**src/rtl/pipe_hazard_ctrl_pkg.sv**
```systemverilog
// Shared pipeline-control definitions: FSM state encodings, timeout default
// and the per-cycle enable/flush bundle driven by the hazard controller.
package pipe_hazard_ctrl_pkg;

    localparam int unsigned DEFAULT_TIMEOUT = 16;
    localparam int unsigned WAIT_W          = 8;

    typedef enum logic [1:0] {
        ST_RUN      = 2'd0,
        ST_MEM_WAIT = 2'd1,
        ST_ERROR    = 2'd2
    } state_e;

    typedef struct packed {
        logic en_pc;
        logic en_ifid;
        logic en_idex;
        logic en_exmem;
        logic en_memwb;
        logic flush_ifid;
        logic flush_idex;
    } pipe_ctrl_t;

    // Whole pipeline advancing; optionally squash both front-end stages.
    function automatic pipe_ctrl_t ctrl_advance(input logic squash);
        pipe_ctrl_t c;
        c            = '1;
        c.flush_ifid = squash;
        c.flush_idex = squash;
        return c;
    endfunction

endpackage

```
**src/rtl/pipe_hazard_ctrl_sat_counter.sv**
```systemverilog
// Saturating event counter with synchronous reset and clear (rst > clr > inc).
module sat_counter #(
    parameter int unsigned WIDTH = 32
) (
    input  logic             i_clk,
    input  logic             i_rst,
    input  logic             i_clr,
    input  logic             i_inc,
    output logic [WIDTH-1:0] o_q
);

    logic [WIDTH-1:0] r_q;

    always_ff @(posedge i_clk) begin
        if (i_rst) begin
            r_q <= '0;
        end else if (i_clr) begin
            r_q <= '0;
        end else if (i_inc && (r_q != '1)) begin
            r_q <= r_q + WIDTH'(1);
        end
    end

    assign o_q = r_q;

endmodule

```
**src/rtl/pipe_hazard_ctrl.sv**
```systemverilog
// Pipeline hazard controller: freezes on memory wait, stalls on load-use,
// squashes on taken branch, and latches a sticky timeout on a stuck memory.
module pipe_hazard_ctrl
    import pipe_hazard_ctrl_pkg::*;
#(
    parameter int unsigned CNT_WIDTH = 32,
    parameter int unsigned TIMEOUT   = DEFAULT_TIMEOUT
) (
    input  logic                 i_clk,
    input  logic                 i_rst,
    input  logic                 i_load_use,
    input  logic                 i_branch_taken_ex,
    input  logic                 i_mem_busy,
    input  logic                 i_clr_cnt,
    output logic                 o_en_pc,
    output logic                 o_en_ifid,
    output logic                 o_en_idex,
    output logic                 o_en_exmem,
    output logic                 o_en_memwb,
    output logic                 o_flush_ifid,
    output logic                 o_flush_idex,
    output logic [CNT_WIDTH-1:0] o_stall_cnt,
    output logic [CNT_WIDTH-1:0] o_flush_cnt,
    output logic                 o_mem_timeout
);

    state_e            r_state;
    logic [WAIT_W-1:0] r_wait_cnt;
    logic              r_mem_timeout;

    state_e            w_cur_state;
    state_e            w_state_nxt;
    logic [WAIT_W-1:0] w_wait_nxt;
    logic              w_timeout_set;
    logic              w_flush_inc;
    logic              w_stall_inc;
    pipe_ctrl_t        w_ctrl;

    always_ff @(posedge i_clk) begin
        if (i_rst) begin
            r_state       <= ST_RUN;
            r_wait_cnt    <= '0;
            r_mem_timeout <= 1'b0;
        end else begin
            r_state    <= w_state_nxt;
            r_wait_cnt <= w_wait_nxt;
            if (w_timeout_set) begin
                r_mem_timeout <= 1'b1;
            end
        end
    end

    // Reset forces RUN decoding so the pipeline sees sane controls while held.
    always_comb begin
        w_ctrl        = '0;
        w_state_nxt   = r_state;
        w_wait_nxt    = r_wait_cnt;
        w_timeout_set = 1'b0;
        w_flush_inc   = 1'b0;
        w_cur_state   = i_rst ? ST_RUN : r_state;

        case (w_cur_state)
            ST_RUN, ST_MEM_WAIT: begin
                if (i_mem_busy) begin
                    if (w_cur_state == ST_RUN) begin
                        w_wait_nxt  = WAIT_W'(1);
                        w_state_nxt = ST_MEM_WAIT;
                    end else begin
                        w_wait_nxt = r_wait_cnt + WAIT_W'(1);
                        if (r_wait_cnt == WAIT_W'(TIMEOUT - 1)) begin
                            w_state_nxt   = ST_ERROR;
                            w_timeout_set = 1'b1;
                        end
                    end
                end else begin
                    w_state_nxt = ST_RUN;
                    w_wait_nxt  = '0;
                    if (i_branch_taken_ex) begin
                        w_ctrl      = ctrl_advance(1'b1);
                        w_flush_inc = 1'b1;
                    end else if (i_load_use) begin
                        // Hold PC and IF/ID, push a bubble into EX.
                        w_ctrl.en_idex    = 1'b1;
                        w_ctrl.en_exmem   = 1'b1;
                        w_ctrl.en_memwb   = 1'b1;
                        w_ctrl.flush_idex = 1'b1;
                    end else begin
                        w_ctrl = ctrl_advance(1'b0);
                    end
                end
            end
            ST_ERROR: begin
                w_state_nxt = ST_ERROR;
            end
            default: begin
                w_state_nxt = ST_RUN;
                w_wait_nxt  = '0;
            end
        endcase
    end

    assign w_stall_inc = ~w_ctrl.en_pc;

    sat_counter #(.WIDTH(CNT_WIDTH)) u_stall_cnt (
        .i_clk (i_clk),
        .i_rst (i_rst),
        .i_clr (i_clr_cnt),
        .i_inc (w_stall_inc),
        .o_q   (o_stall_cnt)
    );

    sat_counter #(.WIDTH(CNT_WIDTH)) u_flush_cnt (
        .i_clk (i_clk),
        .i_rst (i_rst),
        .i_clr (i_clr_cnt),
        .i_inc (w_flush_inc),
        .o_q   (o_flush_cnt)
    );

    assign o_en_pc       = w_ctrl.en_pc;
    assign o_en_ifid     = w_ctrl.en_ifid;
    assign o_en_idex     = w_ctrl.en_idex;
    assign o_en_exmem    = w_ctrl.en_exmem;
    assign o_en_memwb    = w_ctrl.en_memwb;
    assign o_flush_ifid  = w_ctrl.flush_ifid;
    assign o_flush_idex  = w_ctrl.flush_idex;
    assign o_mem_timeout = r_mem_timeout;

endmodule
```
**config.mk**
```make
export PLATFORM = sky130hd
export DESIGN_NAME = pipe_hazard_ctrl
export DESIGN_NICKNAME = d
export VERILOG_FILES = /design/src/rtl/pipe_hazard_ctrl_pkg.sv /design/src/rtl/pipe_hazard_ctrl_sat_counter.sv /design/src/rtl/pipe_hazard_ctrl.sv
export SDC_FILE = /design/constraint.sdc
export NUM_CORES = 1
export LEC_CHECK = 0
export CAP_MARGIN = 15
export CORE_MARGIN = 1
export CORE_UTILIZATION = 35
export DETAILED_ROUTE_END_ITERATION = 10
export MAX_ROUTING_LAYER = met4
export SETUP_SLACK_MARGIN = 0.5
export SLEW_MARGIN = 20
export SYNTH_ARGS = -nofsm -noshare
export SYNTH_HDL_FRONTEND = slang
export SYNTH_SLANG_ARGS = --single-unit
```
**constraint.sdc**
```tcl
create_clock -name i_clk -period 2.7 [get_ports i_clk]
set_clock_uncertainty 0.05 [all_clocks]
set_input_delay 0.54 -clock i_clk [delete_from_list [all_inputs] [get_ports i_clk]]
set_output_delay 0.54 -clock i_clk [all_outputs]
set_load 0.03 [all_outputs]
```
Word-level counts from Yosys, hierarchy flattened --
Cells that the tools add are included.
Storage, ports and cells: flip-flop bits (word level) 75, output and inout port bits 72, word-level logic and storage cells 40
Cells by class: add/sub/neg operators 3, equality and inequality tests 6, multiplexer cells 20, bitwise operators 1, reduce and logical (&&, ||, !) cells 5
Operators by type and width (count):
- $add 32x1->32 const B | 2
- $ne 32x32->1 const B | 2
- $mux 7 | 3
- $mux 8 | 2
- $pmux 8 s2 | 1
- $mux 2 | 5
- $add 8x1->8 const B | 1
- $eq 8x4->1 const B | 1
- $mux 1 | 8
- $ne 4x4->1 const B | 1
- $pmux 2 s2 | 1
- $reduce_or 2->1 | 2
- $eq 2x1->1 const B | 1
- $eq 2x2->1 const B | 1
- $logic_and 1x1->1 | 2
- $logic_not 2->1 | 1
- $not 1->1 | 1

Depth between registers and ports, before layout --
Gate-level depths: netlist of run 1.
depth after elaboration 6, depth in mapped cells 9, mapped depth without buffers 6

Modules after synthesis --
Synthesis of run 1 repeated with hierarchy kept, for this count alone.
Unflattened totals: cell total of the unflattened synthesis 463, area, all modules 3821.2 um^2
By module, submodules not included:
- sat_counter | times used 2, cells an instance 198, area an instance 1620.3 um^2, seq. area each 640.6 um^2
- pipe_hazard_ctrl | times used 1, cells an instance 67, area an instance 580.6 um^2, seq. area each 220.2 um^2

Worst setup path after synthesis of run 1 --
OpenSTA, ideal clock, no wires.
path kind register to register, start register u_stall_cnt.r_q[0] (netlist: u_stall_cnt.o_q[0]), end register u_stall_cnt.r_q[13] (netlist: u_stall_cnt.o_q[13]), arrival time 2.305 ns, setup slack 0.274 ns, stages on the path, launching flop included 10, path buffers 3, cells stage by stage dfxtp_1 -> ha_1 -> clkbuf_1 -> nand2_1 -> nor4_1 -> a31o_2 -> buf_2 -> buf_2 -> o21ai_0 -> a21oi_1
On the way: cells in the longest elaborated chain, start to end 2, elaborated cells on any way between the ends 3, those cells by class add/sub (1); eq/ne (1); reduce/logical (1)
RTL lines:
- from (decl) | line pipe_hazard_ctrl_sat_counter.sv:12 | logic [WIDTH-1:0] r_q;
- from (signal assigned) | line pipe_hazard_ctrl_sat_counter.sv:20 | r_q <= r_q + WIDTH'(1);
- parallel branches: the longest is 2 deep, another holds $add 32x1->32
Several ways; the timed one is not identified. A chain may end at the register's enable or synchronous reset.

Worst setup path in the final report of run 1 --
start input port i_mem_busy, end register u_flush_cnt.r_q[29] (netlist: u_flush_cnt.o_q[29])
On the way: cells in the longest elaborated chain, start to end 3
RTL lines:
- from (decl) | line pipe_hazard_ctrl.sv:13 | input logic i_mem_busy,
- $mux 1 | line pipe_hazard_ctrl.sv:64 | if (i_mem_busy) begin
- $mux 1 | line pipe_hazard_ctrl.sv:62 | case (w_cur_state)
- $logic_and 1x1->1 | line pipe_hazard_ctrl_sat_counter.sv:19 | end else if (i_inc && (r_q != '1)) begin
- to (signal assigned) | line pipe_hazard_ctrl_sat_counter.sv:20
- to (decl) | line pipe_hazard_ctrl_sat_counter.sv:12
No other way between the ends.

==> impl.org, run 1 <==
** Die
- Starting Density :: 35.9%
- Total I/O pin count :: 78
- The floorplan has 38 rows.
- Die width :: 107 um
- Die Span Y :: 107 um
- The region available for standard cell placement spans 0.0108 mm2.
- The floorplan step defined a die boundary enclosing 0.0115 mm2.

** Drt
- For this block, the routed nets add up to 11,300 um of wire.
- Using the TritonRoute via totals, the vias-per-cell ratio works out to 5.68.
- Wire length per cell :: 15.7 um
- Post-detailed-route DRC marker count :: 0
- The pre-antenna-repair detailed-routing pass consisted of 4 iterations.
- 1st-iter DRT viols :: 208
- The detailed router placed 4,075 vias in this run.
- Number of nets still failing antenna checks after routing :: 0

** STA
- At the pin with the least slew margin, the transition time is 0.646 ns.
- Pins over their slew limit :: 0
- On the final layout, the worst hold slack is 0.423 ns.
- Dividing the final minimum period by the clock period gives 80.1%.
- The number of failing hold endpoints at the final stage came to 0.
- The worst pin sits at a relative slew slack of 56.8%.
- Derived from the worst setup path, the maximum achievable clock frequency is 462 MHz.
- Once routing completed, OpenROAD measured the worst setup slack at 0.538 ns.
- Total negative slack :: 0 ns
- Counting I/O delays and the setup requirement, the final critical path takes 2.16 ns.
- Setup repair after global routing missed its margin :: yes
- Number of failing setup endpoints in the final timing report :: 0

** Placement
- Quantity of I/O buffers inserted on ports :: 77
- Post-DP HPWL :: 7790 um
- Prior to clock tree synthesis, the placed netlist has a worst setup slack of -0.00138 ns.
- At the end of routability-driven placement, the weighted congestion stood at 0.825.
- Placed instance count :: 692

** Final layout
- Count of placed standard cells in the final layout, fillers left out :: 718
- Most common cell after layout, fill and taps aside :: sky130_fd_sc_hd__clkdlybuf4s50_1
- Count of fill cells added during filler insertion :: 1,025
- Fraction of final layout cells with drive strength greater than 1 :: 20.9%
- Layout net count :: 582
- In the layout the commonest cells are 65 x sky130_fd_sc_hd__clkdlybuf4s50_1, 46 x sky130_fd_sc_hd__dfxtp_1, 42 x sky130_fd_sc_hd__a21oi_1.
- The repair_antennas step left the layout with diodes totalling 0.
- The multi-input combinational cells in the finished layout cover a total of 0.00236 mm2.
- Relative to the synthesized area, the layout overhead comes to 38.7%.
- The sequential cells in the finished layout cover a total of 0.00155 mm2.

** GRT
- Entering global routing, the biggest net connects 26 pins.
- Antenna violations before repair :: 0
- Total global routing track utilization :: 19.8%
- Total grt overflow :: 0
- Global-route wire length before repair :: 17,700 um
- The number of global-route vias before repair was 3,763.

** Clock tree
- Longest Clk Path Bufs :: 2
- H-tree depth :: 3
- Clock root buffer :: sky130_fd_sc_hd__clkbuf_8
- Hold repair after CTS inserted 0 buffers.
- Total clock sinks :: 75
- Clock latency on the worst-skew pair, taken at its later pin, is 0.35 ns.
- Clock-pin slew was measured on the worst setup and hold paths at 0.08 ns.
- In this run, CTS created clock tree buffers numbering 9.
- Clock tree from TritonCTS :: yes

** Yosys
- In the synthesized netlist the dominant register cell turns out to be sky130_fd_sc_hd__dfxtp_1.
- Flip-flop and latch count after synthesis :: 75
- The number of nets in the synthesized netlist is 484.
- Number of enable flip-flop cells after synthesis :: 0
- The mapped netlist covers 0.00388 mm2.
- Yosys Warn Count :: 0
- Sequential cells were found to cover 38.7% of the synthesized design area.
- Synth cell types :: 56
- Post-synthesis area per instance :: 8.16 um2
- For this run, asynchronously set or reset flops after synthesis account for 0%.
- The cell count after synthesis came out at 475.

** Critical path
- The slowest stage of the critical path belongs to the cell sky130_fd_sc_hd__or4_4.
- Number of buffers and inverters on the critical path :: 1
- Cell chain of the critical path :: dlygate4sd2_1, nand2b_1, or3_4, or4_4, or4_1, a21oi_2
- Endpoint class of the critical path :: register
- Delay of the slowest cell on the worst path :: 0.46 ns
- Crit path arrival time :: 2.40 ns
- Stages on the worst setup path :: 6
- Crit path max-delay family :: simple AND/OR/NAND/NOR gates
- Worst setup path class :: in2reg
- Max FO, Critical Path :: 6
- STA classifies the critical path startpoint as a primary input.
- WP data required :: 2.94 ns
- FF-to-FF path depth :: 5

** Hold path
- The min-delay analysis places its worst path in the category reg2reg.
- Counting instances, the worst hold path has a depth of 1.

** Power and ir drop
- In this run the static leakage power is 1.69 nW.
- Highest ir drop seen on vdd :: 221 uV
- In this run the power density over the cells is 414 mW/mm2.
- Design Power :: 2.23 mW

** Job
- Total of max-cap violations :: 0

** Outcome
- Run status :: completed
## Yosys cell counts, drive strengths merged (2+ instances only)
cell	instances	area [um2]
a21oi	43	215
a31o	3	26.3
a31oi	3	18.8
and2	4	25.0
and3	11	68.8
and4	6	52.6
buf	9	57.6
clkbuf	13	48.8
dfxtp	75	1500
ha	3	37.5
inv	14	52.6
mux2i	4	40.0
nand2	41	154
nand2b	3	18.8
nand3	22	110
nand4	25	163
nor2	27	101
nor2b	4	32.5
nor3	6	30.0
nor3b	2	15.0
nor4	11	81.3
o2111ai	2	17.5
o21a	5	37.5
o21ai	35	179
o31a	3	26.3
o31ai	21	158
or2	3	18.8
or3	29	186
or4	21	161
xnor2	5	43.8
xor2	6	52.6
## path summary, 6_finish.rpt
path         slack [ns]                          endpoint                       startpoint
max                0.54  u_flush_cnt.o_q[29]$_SDFFE_PP0P_                       i_mem_busy
min                0.42        r_wait_cnt[7]$_SDFFE_PP0N_       r_wait_cnt[7]$_SDFFE_PP0N_
max reg2reg        0.55  u_flush_cnt.o_q[29]$_SDFFE_PP0P_  u_flush_cnt.o_q[7]$_SDFFE_PP0P_
min reg2reg        0.42        r_wait_cnt[7]$_SDFFE_PP0N_       r_wait_cnt[7]$_SDFFE_PP0N_
## layout make-up
| cell class | count | share of cell area [%] |
|---|---|---|
| tap | 140 | 3.26 |
| clock inverter | 4 | 1.35 |
| inverter | 14 | 1.02 |
| sequential | 75 | 28.7 |
| timing repair buffer | 108 | 18.8 |
| multi-input combinational | 365 | 44.0 |
| clock buffer | 12 | 2.89 |
## where the power goes
part	switching, mW	internal (mW)	total [mW]
Clock	0.433	0.571	1.00
Sequential	0.00524	1.11	1.11
Combinational	0.0664	0.0452	0.112
## worst reg2reg max path: cells and delay by family (launching register included)
kind               cells  cell delay, ns
DFF                    1            0.39
AOI/OAI and AO/OA      1            0.14
and+or+nand+nor        4            1.51
## cell families (layout without fill, tap and decap cells)
logic type / Yosys count / count (layout) / synth area share [%]
flops: 75 / 75 / 38.7
simple gates: 222 / 222 / 33.0
fa+ha+maj: 3 / 3 / 0.968
xor+xnor: 11 / 11 / 2.48
mux: 4 / 4 / 1.03
compound gates: 124 / 125 / 19.7
buf+inv: 36 / 138 / 4.10
## state kept, by name (all words and copies together), names as in the netlist
signal and flops:
u_stall_cnt.o_q 32, r_state 2, r_wait_cnt 8, o_mem_timeout 1, u_flush_cnt.o_q 32
## metrics by stage
step	cell area, um2	util [%]
after global routing	5380	49.8
after CTS	5200	48.2
final	5380	49.8
after floorplan	3920	-
after detailed placement	4900	45.4
after global placement	4900	45.4
## metal layers
metal	up-vias	track usage, %	routed length, um
li1	1995	-	-
met1	1952	23.9	5220
met2	112	33.4	5400
met3	16	3.57	467
met4	0	6.75	170
met5	-	-	0
## timing repair
item	4_1_cts	5_1_grt
cloned	0	1
pin swaps	2	4
gates resized for setup	17	34
endpoints found under the setup margin	40	45
buffers inserted	3	6
Note: power is estimated with default switching activity, not from simulation.
==> run 2: changes to the inputs <==
==> constraint.sdc (replaced) <==
create_clock -name i_clk -period 1.9 [get_ports i_clk]
set_clock_uncertainty 0.05 [all_clocks]
set_input_delay 0.38 -clock i_clk [delete_from_list [all_inputs] [get_ports i_clk]]
set_output_delay 0.38 -clock i_clk [all_outputs]
set_load 0.03 [all_outputs]
==> run 2 against run 1 <==
  * The flow now finishes with violations (negative setup slack)
  * Critical path depth down 1
  * Combinational power up 130%
  * Utilization up 21 points
  * Critical endpoint unchanged
  * Highest routed layer unchanged
==> impl.org, run 2 (same netlist as run 1, synthesis figures left out) <==
** Outcome
- Run status: finished, violations left (was completed).
- Violations in the final reports :: negative setup slack

** Drt
- The wire length per cell after detailed routing is 16.8 um (was 15.7 um).
- Number of nets still failing antenna checks after routing :: 0 (unchanged)
- Router iterations before antenna repair :: 5 (was 4)
- The number of remaining DRC errors was 0 (unchanged).
- 1st-iter DRT viols :: 202 (was 208)
- Overall via count from detail_route :: 4,819 (was 4,075)
- The total routed wirelength came to 14,500 um (was 11,300 um).
- Via/cell ratio :: 5.58 (was 5.68)

** Final layout
- Fraction of final layout cells with drive strength greater than 1 :: 63.3% (was 20.9%)
- Signed area change from the synthesized netlist to the final layout :: 96.6% (was 38.7%)
- The leading cell type in the layout, fill and taps excluded is sky130_fd_sc_hd__buf_6 (was sky130_fd_sc_hd__clkdlybuf4s50_1).
- The number of standard cells in the layout, taps in and fillers out was 863 (was 718).
- Most frequent cells in the layout :: 125 x sky130_fd_sc_hd__buf_6, 103 x sky130_fd_sc_hd__buf_4, 46 x sky130_fd_sc_hd__dfxtp_4 (was 65 x sky130_fd_sc_hd__clkdlybuf4s50_1, 46 x sky130_fd_sc_hd__dfxtp_1, 42 x sky130_fd_sc_hd__a21oi_1)
- The number of antenna diodes is 0 (unchanged).
- The final net count was 727 (was 582).

** Placement
- Final weighted congestion of routability-driven global placement :: 0.836 (was 0.825)
- Placed instance count :: 785 (was 692)
- Quantity of I/O buffers inserted on ports :: 77 (unchanged)
- The detailed placer's ending HPWL is 9330 um (was 7790 um).

** STA
- Worst-Margin Slew :: 0.378 ns (was 0.646 ns)
- The tightest hold margin is 0.426 ns (was 0.423 ns).
- Period utilisation layout :: 106%
- The sum of negative setup slack came to -1.80 ns (was 0 ns).
- For the finished layout, the period the worst path requires is 2.02 ns.
- Final hold viol count :: 0 (unchanged)
- Pins over their slew limit :: 0 (unchanged)
- Worst slew margin relative to its limit :: 74.6% (was 56.8%)
- The setup slack of the critical path after layout is -0.119 ns (was 0.538 ns).
- The count of final setup violators is 29 (was 0).
- Highest achievable clock rate :: 495 MHz
- Setup repair after global routing missed its margin :: yes (unchanged)

** Power and ir drop
- Highest ir drop seen on vdd :: 402 uV (was 221 uV)
- Gate power share :: 8.4% (was 5.0%)
- The switching portion of total power was 24.6% (was 22.7%).
- The power per unit of standard cell area is 408 mW/mm2 (was 414 mW/mm2).
- The internal power was 2.35 mW (was 1.72 mW).
- The sequential group share of total power came to 48.8% (was 49.9%).
- The share of total power in the clock network is 42.8% (was 45.1%).
- Switching pwr :: 0.765 mW (was 0.505 mW)
- Standby leakage power :: 2.96 nW (was 1.69 nW)

** Critical path
- Worst setup path class :: reg2reg (was in2reg)
- The required time at the worst-slack endpoint came to 2.15 ns (was 2.94 ns).
- The type of origin of the critical path was a register (was primary input).
- Crit path arrival time :: 2.27 ns (was 2.40 ns)
- The maximum fanout along the worst path is 6 (unchanged).
- Register-to-register setup slack :: -0.12 ns (was 0.55 ns)
- Endpoint class of the critical path :: register (unchanged)

** Clock tree
- The CTS tree was yes (unchanged).
- CTS buffer count :: 9 (unchanged)
- The buffer levels on the longest clock path was 2 (unchanged).
- The count of hold-fix buffers inserted at cts is 0 (unchanged).
- H-tree depth :: 3 (unchanged)
- The clock sink count was 75 (unchanged).
- The clock-pin transition on the worst setup and hold timing paths was 0.08 ns (about the same).
- Clock Latency Late Sink :: 0.37 ns (was 0.35 ns)
- Clock root buffer :: sky130_fd_sc_hd__clkbuf_8 (unchanged)

** Die
- Die Span Y :: 107 um (unchanged)
- The floorplan row count was 38 (unchanged).
- Starting Density :: 35.9% (unchanged)
- Core Region :: 0.0108 mm2 (unchanged)
- The die boundary width was 107 um (unchanged).
- Die ar. :: 0.0115 mm2 (unchanged)
- The number of I/O pins is 78 (unchanged).

** GRT
- The sum of overflow across all layers after global routing is 0 (unchanged).
- Total global routing track utilization :: 25.1% (was 19.8%)
- The pin count of the biggest net entering global routing came to 18 (was 26).
- Antenna violations before repair :: 0 (unchanged)
- Number of global-route vias before repair :: 4,556 (was 3,763)
- The global-route wire length before repair is 21,900 um (was 17,700 um).

** Job
- Total of max-cap violations :: 0 (unchanged)

** Hold path
- Type of the tightest min-delay check :: reg2reg (unchanged)
run 2: per-layer routing:
layer / vias up / part of all wire [%] / track usage [%]
met5: - / 0 / -
met3: 38 / 4.4 / 4.84
li1: 2310 / - / -
met1: 2324 / 41 / 28.3
met2: 147 / 52 / 43.0
met4: 0 / 2.4 / 11.2
run 2: critical path, stage by stage (launching register included):
cell and delay, ns:
sky130_fd_sc_hd__dfxtp_4 0.34, sky130_fd_sc_hd__and4_4 0.23, sky130_fd_sc_hd__nand4_1 0.18, sky130_fd_sc_hd__or4_4 0.60, sky130_fd_sc_hd__or4_1 0.41, sky130_fd_sc_hd__a21oi_1 0.13
run 2: final timing paths:
kind / endpoint / startpoint / depth (start not counted)
worst max register to register: u_flush_cnt.o_q[29]$_SDFFE_PP0P_ / u_flush_cnt.o_q[11]$_SDFFE_PP0P_ / 5
worst min register to register: o_mem_timeout$_SDFFE_PP0P_ / o_mem_timeout$_SDFFE_PP0P_ / 2
worst min-delay path: o_mem_timeout$_SDFFE_PP0P_ / o_mem_timeout$_SDFFE_PP0P_ / 2
worst max-delay path: u_flush_cnt.o_q[29]$_SDFFE_PP0P_ / u_flush_cnt.o_q[11]$_SDFFE_PP0P_ / 5
run 2: timing repair:
item | in CTS | in global routing
cloned | 1 | 0
resized for setup | 545 | 91
pin swaps | 67 | 37
setup buffers | 34 | 27
setup endpoints to repair | 143 | 120
run 2: layout make-up:
| cell class | instances | area (um2) |
|---|---|---|
| clock buffers | 14 | 205 |
| clock inverters | 2 | 11.3 |
| fillers | 806 | 3170 |
| inverters | 14 | 60.1 |
| multi-input cells | 364 | 2980 |
| flip-flops and latches | 75 | 1700 |
| well taps | 140 | 175 |
| repair buffers | 254 | 2490 |
run 2: stage by stage:
stage	area (um2)	setup WS (ns)	power, mW	util, %
floorplan	4420	-0.160	1.66	-
global placement	6100	-0.631	1.76	56.6
detailed placement	6100	-0.633	1.76	56.6
CTS	7080	-0.105	3.13	65.6
global route	7620	-0.209	3.22	70.6
finish	7620	-0.119	3.11	70.6
run 2: power groups by stage:
| stage | clock, mW | sequential, mW | combinational [mW] |
|---|---|---|---|
| after floorplan | 0 | 1.56 | 0.0984 |
| after global placement | 0 | 1.56 | 0.196 |
| after detailed placement | 0 | 1.56 | 0.201 |
| after CTS | 1.36 | 1.52 | 0.242 |
| after global routing | 1.42 | 1.52 | 0.277 |
| final | 1.33 | 1.52 | 0.262 |
==> run 3: changes to the inputs <==
--- a/config.mk
+++ b/config.mk
@@ -5,11 +5,11 @@
 export SDC_FILE = /design/constraint.sdc
 export NUM_CORES = 1
 export LEC_CHECK = 0
+export ABC_CLOCK_PERIOD_IN_PS = 1900
 export CAP_MARGIN = 15
 export CORE_MARGIN = 1
 export CORE_UTILIZATION = 35
 export DETAILED_ROUTE_END_ITERATION = 10
-export MAX_ROUTING_LAYER = met4
 export SETUP_SLACK_MARGIN = 0.5
 export SLEW_MARGIN = 20
 export SYNTH_ARGS = -nofsm -noshare
==> run 3 against run 2 <==
  * The flow still finishes with violations (negative setup slack)
  * Critical endpoint unchanged
  * Critical path type unchanged
  * Critical path depth is the same
  * Sequential power is essentially flat
  * Wire length grew 0.13%
  * Largest cell class unchanged
  * Register-to-register slack is essentially flat
  * Via count shrank 0.77%
==> impl.org, run 3 (same netlist as run 1, synthesis figures left out) <==
** STA
- Worst slew margin relative to its limit :: 73.8% (was 74.6%)
- Setup repair after global routing missed its margin :: yes (unchanged)
- The final critical-path share of the clock period came to 107% (was 106%).
- The highest attainable clock frequency came to 494 MHz (was 495 MHz).
- Number of failing setup endpoints in the final timing report :: 29 (unchanged)
- The final period demand of the worst path is 2.02 ns (about the same).
- Final hold viol count :: 0 (unchanged)
- The setup slack of the critical path after layout is -0.125 ns (was -0.119 ns).
- The slew at the pin with the worst max-slew slack is 0.394 ns (was 0.378 ns).
- Pins over their slew limit :: 0 (unchanged)

** Drt
- Via/cell ratio :: 5.54 (was 5.58)
- The first-pass iteration count of the detailed router came to 5 (unchanged).
- The number of nets still failing antenna checks after routing came to 0 (unchanged).
- 1st-iter DRT viols :: 181 (was 202)
- Routed wire length :: 14,500 um (about the same)
- The wire length per cell after detailed routing was 16.8 um (about the same).
- The total number of vias came to 4,782 (was 4,819).
- The number of remaining DRC errors is 0 (unchanged).

** Power and ir drop
- Part of the total power dissipated in the clock network :: 43.0% (was 42.8%)
- The worst IR drop on VDD came to 402 uV (about the same).
- The internal power came to 2.35 mW (about the same).
- The switching portion of total power was 24.8% (was 24.6%).
- The power dissipated by switching net loads is 0.775 mW (was 0.765 mW).
- Power density relative to cell area :: 410 mW/mm2 (was 408 mW/mm2)
- Share of power burned in registers :: 48.6% (was 48.8%)
- Standby leakage power :: 2.96 nW (about the same)
- The part of the power in combinational logic is 8.4% (about the same).

** Die
- Total I/O pin count :: 78 (unchanged)
- The die boundary width is 107 um (unchanged).
- The floorplan row count came to 38 (unchanged).
- Core Region :: 0.0108 mm2 (unchanged)
- The height of the die was 107 um (unchanged).
- The full die area was 0.0115 mm2 (unchanged).
- The initial core utilization was 35.9% (unchanged).

** Placement
- The post-detailed-placement cell area is 0.00610 mm2 (unchanged).
- Quantity of I/O buffers inserted on ports :: 77 (unchanged)
- The detailed placer's ending HPWL was 9330 um (unchanged).
- The final weighted congestion of routability-driven global placement was 0.824 (was 0.836).
- Setup slack after placement :: -0.633 ns (unchanged)

** Critical path
- Delay of the slowest cell on the worst path :: 0.61 ns (was 0.60 ns)
- Cell chain of the critical path :: and4_4, nand4_1, or4_4, or4_1, a21oi_1 (unchanged)
- Crit path max-delay family :: simple AND/OR/NAND/NOR gates (unchanged)
- The required time at the worst-slack endpoint was 2.15 ns (about the same).
- The kind of end point of the critical path is a register (unchanged).
- The arrival time at the worst endpoint came to 2.28 ns (was 2.27 ns).
- The critical path start-end classification is reg2reg (unchanged).
- The maximum fanout along the worst path was 6 (unchanged).
- Critical-path top delay cell :: sky130_fd_sc_hd__or4_4 (unchanged)
- The type of origin of the critical path is a register (unchanged).
- The number of buffer and inverter stages on the critical path is 0 (unchanged).

** Clock tree
- Clock Latency Late Sink :: 0.38 ns (was 0.37 ns)
- Clock transition time at the flip-flop clock pins of the worst setup and hold paths :: 0.08 ns (about the same)
- The clock sink count came to 75 (unchanged).
- Clock tree from TritonCTS :: yes (unchanged)
- The count of hold-fix buffers inserted at cts is 0 (unchanged).
- The H-tree depth came to 3 (unchanged).
- The buffer levels on the longest clock path is 2 (unchanged).
- CTS buffer count :: 9 (unchanged)
- The root buffer cell is sky130_fd_sc_hd__clkbuf_8 (unchanged).

** Final layout
- The total of fill cells in the finished design came to 808 (was 806).
- Most frequent cells in the layout :: 124 x sky130_fd_sc_hd__buf_6, 104 x sky130_fd_sc_hd__buf_4, 46 x sky130_fd_sc_hd__dfxtp_4 (was 125 x sky130_fd_sc_hd__buf_6, 103 x sky130_fd_sc_hd__buf_4, 46 x sky130_fd_sc_hd__dfxtp_4)
- The leading cell type in the layout, fill and taps excluded is sky130_fd_sc_hd__buf_6 (unchanged).
- The layout-stage area growth over the synthesis result was 96.5% (was 96.6%).
- Area of combinational cells with multiple inputs :: 0.00298 mm2 (unchanged)
- The final net count came to 727 (unchanged).
- Final non-filler cell area :: 0.00762 mm2 (about the same)
- Fraction of final layout cells with drive strength greater than 1 :: 63.3% (unchanged)
- Footprint of the flip-flops and latches :: 0.00170 mm2 (unchanged)
- The number of antenna diodes came to 0 (unchanged).

** Hold path
- Type of the tightest min-delay check :: reg2reg (unchanged)

** Job
- The reported max-cap violation count is 0 (unchanged).

** Outcome
- Violations in the final reports: negative setup slack (unchanged).
- Run status: finished, violations left (unchanged).

** GRT
- The sum of overflow across all layers after global routing came to 0 (unchanged).
- The number of global-route vias before repair came to 4,555 (was 4,556).
- Pin count of the biggest net entering global routing :: 18 (unchanged)
- The overall routing resource usage is 24.3% (was 25.1%).
- Antenna violations before repair :: 0 (unchanged)
- The global-route wire length before repair was 21,900 um (about the same).
## run 3: cell counts in the layout (fill, tap and decap cells not counted)
No cell type changed its count.
## run 3: routing by layer
layer	track usage, %	routed length [um]	vias to the layer above
li1	-	-	2309
met1	28.2	6030	2315
met2	43.0	7550	122
met3	4.78	564	36
met4	11.2	372	0
met5	0	0	-
## run 3: power by group through the flow
stage | Clock [mW] | Combinational, mW | Sequential, mW
final | 1.34 | 0.263 | 1.52
after global routing | 1.42 | 0.277 | 1.52
after CTS | 1.36 | 0.242 | 1.52
after detailed placement | 0 | 0.201 | 1.56
after global placement | 0 | 0.196 | 1.56
after floorplan | 0 | 0.0984 | 1.56
## run 3: path summary, 6_finish.rpt
path | startpoint | endpoint | slack [ns] | depth (start not counted)
worst min-delay path | o_mem_timeout$_SDFFE_PP0P_ | o_mem_timeout$_SDFFE_PP0P_ | 0.43 | 2
worst max register to register | u_flush_cnt.o_q[11]$_SDFFE_PP0P_ | u_flush_cnt.o_q[29]$_SDFFE_PP0P_ | -0.12 | 5
worst max-delay path | u_flush_cnt.o_q[11]$_SDFFE_PP0P_ | u_flush_cnt.o_q[29]$_SDFFE_PP0P_ | -0.12 | 5
worst min register to register | o_mem_timeout$_SDFFE_PP0P_ | o_mem_timeout$_SDFFE_PP0P_ | 0.43 | 2
## run 3: per-stage QoR
| stage | util [%] | power, mW | instances | TNS, ns | hold slack, ns |
|---|---|---|---|---|---|
| floorplan | - | 1.66 | 475 | -1.86 | 0.388 |
| global placement | 56.6 | 1.76 | 785 | -24.30 | 0.412 |
| detailed placement | 56.6 | 1.76 | 785 | -26.23 | 0.413 |
| CTS | 65.6 | 3.13 | 836 | -0.835 | 0.433 |
| global route | 70.6 | 3.21 | 863 | -4.39 | 0.459 |
| finish | 70.6 | 3.12 | 863 | -1.76 | 0.426 |
## run 3: final cells by class
type	count	share of cell area [%]
clock buffers	14	2.69
clock inverters	2	0.148
inverters	14	0.788
multi-input cells	364	39.1
flip-flops and latches	75	22.3
well taps	140	2.30
repair buffers	254	32.7
## run 3: timing repair
action,in CTS,in global routing
pin swaps,67,37
setup buffers,34,27
gates resized for setup,545,90
endpoints found under the setup margin,143,119
cloned,1,0
hold endpoints to repair,0,0
## run 3: tightest hold or removal path, delay by kind of cell (launching register included)
| family | cells | cell delay (ns) |
|---|---|---|
| AOI/OAI and AO/OA | 1 | 0.07 |
| DFF | 1 | 0.31 |
| buffers and inverters | 1 | 0.04 |
